$ cat src/rtl/seg_pkg.sv
// seg_pkg: shared scan state encoding, segment patterns and default scan rate for seg_scan.
// Contents: SCAN_DIV_DEF (default clk cycles per slot), state_t (scan FSM states),
//           BLANK and SEG_0..SEG_9 (active-low {g,f,e,d,c,b,a} patterns).
package seg_pkg;
    localparam int SCAN_DIV_DEF = 50;
    typedef enum logic [1:0] {GAP0, ONES, GAP1, TENS} state_t;
    localparam logic [6:0] BLANK = 7'h7F;
    localparam logic [6:0] SEG_0 = 7'b1000000;
    localparam logic [6:0] SEG_1 = 7'b1111001;
    localparam logic [6:0] SEG_2 = 7'b0100100;
    localparam logic [6:0] SEG_3 = 7'b0110000;
    localparam logic [6:0] SEG_4 = 7'b0011001;
    localparam logic [6:0] SEG_5 = 7'b0010010;
    localparam logic [6:0] SEG_6 = 7'b0000010;
    localparam logic [6:0] SEG_7 = 7'b1111000;
    localparam logic [6:0] SEG_8 = 7'b0000000;
    localparam logic [6:0] SEG_9 = 7'b0010000;
endpackage

$ cat src/rtl/seg7_dec.sv
// seg7_dec: combinational BCD digit to active-low 7-segment decoder.
// Ports: digit [3:0] in  -- digit 0..9, anything above 9 decodes to BLANK
//        seg   [6:0] out -- {g,f,e,d,c,b,a}, active-low
module seg7_dec
    import seg_pkg::*;
(
    input  logic [3:0] digit,
    output logic [6:0] seg
);
    always_comb begin
        case (digit)
            4'd0:    seg = SEG_0;
            4'd1:    seg = SEG_1;
            4'd2:    seg = SEG_2;
            4'd3:    seg = SEG_3;
            4'd4:    seg = SEG_4;
            4'd5:    seg = SEG_5;
            4'd6:    seg = SEG_6;
            4'd7:    seg = SEG_7;
            4'd8:    seg = SEG_8;
            4'd9:    seg = SEG_9;
            default: seg = BLANK;
        endcase
    end
endmodule

$ cat src/rtl/seg_scan.sv
// seg_scan: two-digit multiplexed 7-segment scanner for a 0..15 count value.
// Ports: clk          in  -- system clock
//        rst          in  -- asynchronous active-low reset
//        en           in  -- display enable; low freezes scanning and blanks the display
//        in     [3:0] in  -- count value from the upstream counter stage
//        seg    [6:0] out -- segments {g,f,e,d,c,b,a}, active-low
//        an     [1:0] out -- anodes, active-low; an[0] ones digit, an[1] tens digit
//        dp           out -- decimal point, always off (1)
//        changed      out -- one-cycle pulse when a newly latched value differs from the last
module seg_scan
    import seg_pkg::*;
#(
    parameter int SCAN_DIV = SCAN_DIV_DEF
) (
    input  logic       clk,
    input  logic       rst,
    input  logic       en,
    input  logic [3:0] in,
    output logic [6:0] seg,
    output logic [1:0] an,
    output logic       dp,
    output logic       changed
);
    localparam logic [9:0] LAST = 10'(SCAN_DIV - 1);

    logic [3:0] sync1, sync2, val, val_nxt, ones, digit;
    logic [9:0] scan_cnt;
    logic       tick, load, tens;
    logic [6:0] dec_seg, seg_nxt;
    logic [1:0] an_nxt;
    state_t     state, state_nxt;

    assign dp   = 1'b1;
    assign tick = en && scan_cnt == LAST;
    // A new value is only taken on ONES entry, so a frame never mixes two values.
    assign load = tick && state == GAP0;

    always_comb begin
        state_nxt = state;
        if (tick) begin
            case (state)
                GAP0: state_nxt = ONES;
                ONES: state_nxt = GAP1;
                GAP1: state_nxt = TENS;
                TENS: state_nxt = GAP0;
            endcase
        end
    end

    // Outputs are registered from the next state and next value so they change
    // on the same edge as the state transition.
    assign val_nxt = load ? sync2 : val;
    assign tens    = val_nxt >= 4'd10;
    assign ones    = val_nxt - (tens ? 4'd10 : 4'd0);
    assign digit   = state_nxt == ONES ? ones : {3'b000, tens};

    seg7_dec u_dec (
        .digit(digit),
        .seg  (dec_seg)
    );

    always_comb begin
        an_nxt  = 2'b11;
        seg_nxt = BLANK;
        if (en && state_nxt == ONES) begin
            an_nxt  = 2'b10;
            seg_nxt = dec_seg;
        end else if (en && state_nxt == TENS && tens) begin
            an_nxt  = 2'b01;
            seg_nxt = dec_seg;
        end
    end

    always_ff @(posedge clk or negedge rst) begin
        if (!rst) begin
            sync1    <= '0;
            sync2    <= '0;
            val      <= '0;
            scan_cnt <= '0;
            state    <= GAP0;
            seg      <= BLANK;
            an       <= 2'b11;
            changed  <= 1'b0;
        end else begin
            sync1    <= in;
            sync2    <= sync1;
            if (en)
                scan_cnt <= scan_cnt == LAST ? '0 : scan_cnt + 10'd1;
            state    <= state_nxt;
            val      <= val_nxt;
            changed  <= load && sync2 != val;
            seg      <= seg_nxt;
            an       <= an_nxt;
        end
    end
endmodule

$ cat config.mk
export PLATFORM = sky130hd
export DESIGN_NAME = seg_scan
export DESIGN_NICKNAME = d
export VERILOG_FILES = /design/src/rtl/seg_pkg.sv /design/src/rtl/seg7_dec.sv /design/src/rtl/seg_scan.sv
export SDC_FILE = /design/constraint.sdc
export NUM_CORES = 1
export LEC_CHECK = 0
export BUFFER_PORTS_ARGS = -buffer_cell sky130_fd_sc_hd__buf_4
export CAP_MARGIN = 15
export CORE_MARGIN = 1
export CORE_UTILIZATION = 35
export CTS_BUF_LIST = sky130_fd_sc_hd__clkbuf_2
export CTS_CLUSTER_DIAMETER = 60
export CTS_CLUSTER_SIZE = 14
export DETAILED_ROUTE_END_ITERATION = 16
export HOLD_SLACK_MARGIN = 0.08
export PLACE_DENSITY = 0.58
export SYNTH_ARGS = -nofsm -noshare
export SYNTH_HDL_FRONTEND = slang
export SYNTH_SLANG_ARGS = --single-unit
$ cat constraint.sdc
create_clock -name clk -period 2.97 [get_ports clk]
set_input_delay 0.891 -clock clk [delete_from_list [all_inputs] [get_ports clk]]
set_output_delay 0.891 -clock clk [all_outputs]
set_load 0.02 [all_outputs]
# == Word-level counts from Yosys, hierarchy flattened ==
# Memories as Yosys holds them, arrays and structs flattened.
# Cells that the tools add are included.
# Widths: inputs -> output; s select.
# op_classes
eq_ne,7
reduce_logical,7
add_sub_neg,2
n_lt_le_gt_ge,1
muxes,10
# op_table
op,count
$mux 7,2
$mux 4,3
$add 10x1->10 const B,1
$eq 10x6->1 const B,1
$mux 10,1
$pmux 2 s4,1
$eq 2x2->1 const B,3
$logic_and 1x1->1,6
$mux 2,3
$eq 2x1->1 const B,2
$ge 4x4->1 const B,1
$ne 4x4->1,1
$sub 4x4->4,1
$logic_not 2->1,1
# totals
input_bits,7
out_inout_bits,11
memories,1
reg_bits,34
mem_bits_ro,112
# memory_table
name,words,word_bits,rd,rd_ports_with_merged_regs,write_ports,line,rtl
(no name shown),16,7,1,0,0,seg7_dec.sv:11,case (digit)

# == Logic depth before layout (Yosys ltp) ==
# An unclocked memory read counts as a cell.
# depth
word_depth,11
ltp_mapped,14
depth_no_buf,13

# == Hierarchy ==
# A second synthesis with hierarchy kept.
# unflattened
hier_cells,160
hier_area_um2,1739.2
# by_module_without_submodules
mod,seq_area_each_um2,area_per_inst_um2,cells_per_inst,n_inst
seg_scan,862.1,1539.0,129,1
seg7_dec,0.0,200.2,31,1

# == Worst setup path before layout ==
# No wires, ideal clock.
# synth_timing
path_kind,input to register
from,input port en
to,register seg[3]
cell_stages,13
setup_time_ns,0.089
setup_slack_ns,-0.218
arrival_time_ns,3.099
path_buffers,2
path_cell_list,buf_6 > nor4b_4 > nand4_4 > mux2i_4 > ha_1 > ha_1 > clkbuf_1 > nand2_1 > nand3b_1 > a21oi_1 > nor3_1 > o21a_1 > o21ai_1
# synth_between
elab_chain_len,10
# synth_rtl
element,line,rtl
from (decl),seg_scan.sv:17,"input logic en,"
$logic_and 1x1->1,seg_scan.sv:34,assign tick = en && scan_cnt == LAST;
$logic_and 1x1->1,seg_scan.sv:36,assign load = tick && state == GAP0;
$mux 4,seg_scan.sv:52,assign val_nxt = load ? sync2 : val;
$ge 4x4->1,seg_scan.sv:53,assign tens = val_nxt >= 4'd10;
$mux 4,seg_scan.sv:54,assign ones = val_nxt - (tens ? 4'd10 : 4'd0);
$sub 4x4->4,seg_scan.sv:54,
$mux 4,seg_scan.sv:55,"assign digit = state_nxt == ONES ? ones : {3'b000, tens};"
$mem_v2 16x7,-,
$mux 7,seg_scan.sv:68,end else if (en && state_nxt == TENS && tens) begin
$mux 7 (*),seg_scan.sv:65,if (en && state_nxt == ONES) begin
net seg_nxt[3],seg_scan.sv:29,"logic [6:0] dec_seg, seg_nxt;"
to (signal assigned),seg_scan.sv:92,seg <= seg_nxt;
to (decl),seg_scan.sv:19,"output logic [6:0] seg,"
# Mark *: on every way through the listed nets, which the timed path passes. The rest lies on a longest branch.
# A chain may end at the register's enable or synchronous reset.

# == Worst setup path after layout ==
# layout_timing
from,register scan_cnt[0]
to,register seg[5]
# layout_between
elab_chain_len,11
# layout_rtl
element,line,rtl
from (decl),seg_scan.sv:27,logic [9:0] scan_cnt;
from (signal assigned),seg_scan.sv:88,scan_cnt <= scan_cnt == LAST ? '0 : scan_cnt + 10'd1;
$eq 10x6->1 (*),seg_scan.sv:34,
$logic_and 1x1->1 (*),seg_scan.sv:34,
$logic_and 1x1->1,seg_scan.sv:36,
$mux 4,seg_scan.sv:52,
$ge 4x4->1,seg_scan.sv:53,
$mux 4,seg_scan.sv:54,
$sub 4x4->4,seg_scan.sv:54,
$mux 4,seg_scan.sv:55,
$mem_v2 16x7,-,
$mux 7,seg_scan.sv:68,
$mux 7 (*),seg_scan.sv:65,
net seg_nxt[5],seg_scan.sv:29,
# Marks and branches as above.

==> results.sh <==
export IMPL_outcome="finished with violations"
export IMPL_violations="design-rule violations"
export IMPL_cts_tree="done"
export IMPL_synthFlopType="dfrtp_1"
export IMPL_ctsHtreeMaxLevel=2
export IMPL_fin_total_pwr_mw=1.09
export IMPL_antenna_cells=0
export IMPL_die_x_um=72.1
export IMPL_clkSinkCount=34
export IMPL_postCtsHoldBufs=0
export IMPL_syn_num_nets=166
export IMPL_antenna_found_initial=0
export IMPL_slew_violations=0
export IMPL_synth_seq_cells=34
export IMPL_crit_path_start_kind="flop"
export IMPL_io_pins=18
export IMPL_drc_errors=2
export IMPL_clkTransAtPathRegs_ns=0.18
export IMPL_first_pass_iters=10
export IMPL_final_cell_area_um2=2090
export IMPL_cp_slowest_stage_delay_ns=0.48
export IMPL_endpoint_kind="flop"
export IMPL_post_dp_hpwl_mm=2.35
export IMPL_grt_pass1_wl_mm=5.56
export IMPL_initial_utilization_pct=36.4
export IMPL_ctsLongestPathBuffers=2
export IMPL_finalSetupTns_ns=0
export IMPL_path_class="flop to flop"
export IMPL_synthesis_area_um2=1720
export IMPL_core_um2=4720
export IMPL_most_common_layout_cells="buf_4 (26), dfrtp_1 (25), nor2_1 (15)"
export IMPL_tightest_slew_ns=0.565
export IMPL_area_delta_synth_final_pct=21.5
export IMPL_period_share_pct=91.5
export IMPL_worstPathCellList="ha_1 -> nor4b_4 -> nand4_4 -> mux2i_4 -> ha_4 -> ha_4 -> xnor2_1 -> o21ai_0 -> a31o_1"
export IMPL_slowest_stage="xnor2_1"
export IMPL_vias_per_cell=4.81
export IMPL_path_delay_family="adder cells"
export IMPL_arrival_ns=3.05
export IMPL_cap_violations=0
export IMPL_layout_min_cycle_time_ns=2.72
export IMPL_die_h_um=72.1
export IMPL_crit_fanout=8
export IMPL_final_hold_viol_count=0
export IMPL_cts_buffers=5
export IMPL_root_buffer="clkbuf_2"
export IMPL_grt_max_degree=35
export IMPL_min_path_type="flop to flop"
export IMPL_rows=25
export IMPL_ant_nets=0
export IMPL_max_freq_mhz=368
export IMPL_io_buffers=16
export IMPL_ir_worst_vdd_v=0.000194
export IMPL_skew_ns=0.0222
export IMPL_vias=1192
export IMPL_placed_cell_area_um2=2010
export IMPL_gp_congestion=0.797
export IMPL_setup_viol_count_final=0
export IMPL_ys_seq_area_share_pct=50.1
export IMPL_syn_area_per_cell_um2=11.4
export IMPL_async_reset_ff_share_pct=100
export IMPL_grt_pass1_vias=1241
export IMPL_required_ns=3.30
export IMPL_first_iter_violations=64
export IMPL_critical_path_buf_inv_count=0
export IMPL_drive_gt1_share_pct=33.7
export IMPL_cpMostUsedCell="ha_4"
export IMPL_synth_cell_types=45
export IMPL_powerDensity_nw_per_um2=522
export IMPL_yosysWarnings=0
export IMPL_insertion_delay_ns=0.38
export IMPL_fin_nets=195
export IMPL_p_leak_nw=0.944
export IMPL_relSlewSlack_pct=62.0
export IMPL_die_area_um2=5200
export IMPL_final_common_cell="buf_4"
export IMPL_track_usage_pct=14.0
export IMPL_fill_cells=454
export IMPL_drt_total_wl_mm=3.16
export IMPL_grt_remaining_overflow=0
export IMPL_wl_per_cell_um=12.7
export IMPL_syn_inst=151
export IMPL_synth_edff_count=0
path summary, 6_finish.rpt:
check | end | slack (ns) | depth (start not counted) | from
worst max-delay path | seg[5]$_DFF_PN1_ | 0.25 | 9 | scan_cnt[0]$_DFFE_PN0P_
worst min-delay path | sync2[2]$_DFF_PN0_ | 0.37 | 0 | sync1[2]$_DFF_PN0_
worst max register to register | seg[5]$_DFF_PN1_ | 0.25 | 9 | scan_cnt[0]$_DFFE_PN0P_
worst min register to register | sync2[2]$_DFF_PN0_ | 0.37 | 0 | sync1[2]$_DFF_PN0_
max in group asynchronous | seg[3]$_DFF_PN1_ | 2.20 | 1 | rst
min in group asynchronous | scan_cnt[0]$_DFFE_PN0P_ | 0.41 | 1 | rst
layer usage:
metal  track usage [%]  vias to the layer above  part of all wire (%)
met3              4.31                       12                   3.6
met2              22.0                       29                    47
met5                 0                        -                     0
met4              8.28                        0                   3.3
li1                  -                      572                     -
met1              16.9                      579                    46
power by group:
part,leakage [nW],internal (mW),switching (mW)
sequential,0.402,0.526,0.0738
clock,0.0432,0.150,0.155
combinational,0.499,0.0926,0.0938
stage by stage:
step                      utilization [%]  setup WS, ns  cells  hold WS [ns]
after floorplan                         -       0.00619    151         0.331
after global placement               42.5        0.0333    238         0.332
after detailed placement             42.5       -0.0679    238         0.335
after CTS                            43.8         0.201    246         0.372
after global routing                 44.2      -0.00119    248         0.381
final                                44.2         0.253    248         0.369
Yosys cell counts (3+ instances only):
cell       n  area [µm²]
ha_1       8         100
dfrtp_1   25         626
nand3b_1   3        22.5
dfstp_2    9         236
nand4_1    5        31.3
xnor2_1    9        78.8
inv_1      7        26.3
mux2_2     3        33.8
a21oi_1    3        15.0
xor2_1     5        43.8
mux2i_1    5        50.1
o21ai_0    5        25.0
nand3_1    4        20.0
nand2_1   10        37.5
nor2_1    15        56.3
cell type report:
class / instances / area (µm²) / area share [%]
clock inverters: 1 / 30.0 / 1.44
repair buffers: 26 / 195 / 9.34
multi-input cells: 106 / 857 / 41.0
well taps: 67 / 83.8 / 4.01
flip-flops and latches: 34 / 862 / 41.3
inverters: 7 / 26.3 / 1.26
clock buffers: 7 / 35.0 / 1.68
sequential cells by signal, summed over array words and instances (netlist names):
register / count
sync1: 4
sync2: 4
val: 4
changed: 1
an: 2
state: 2
scan_cnt: 10
seg: 7
worst register-to-register path: cells and delay by family (launching register included):
family	cells	cell delay, ns
flops	1	0.47
simple gates	2	0.53
mux	1	0.26
xor+xnor	1	0.48
fa+ha+maj	3	0.54
compound gates	2	0.40
logic make-up (layout without fill, tap and decap cells):
family                     count (synthesis)  after routing  share of synthesized area (%)
muxes                                     10             10                           7.05
and+or+nand+nor                           54             54                           19.3
adders and majority gates                  8              8                           5.82
other                                      1              1                          0.218
xor gates and xnor gates                  14             14                           7.13
buffers and inverters                     11             41                           3.13
DFF                                       34             34                           50.1
AOI/OAI and AO/OA                         19             19                           7.27
timing repair:
item / 4_1_cts / 5_1_grt
buffers inserted: 0 / 2
gates resized for setup: 0 / 1
setup endpoints to repair: 0 / 2
Power figures use the tool's default switching activity.
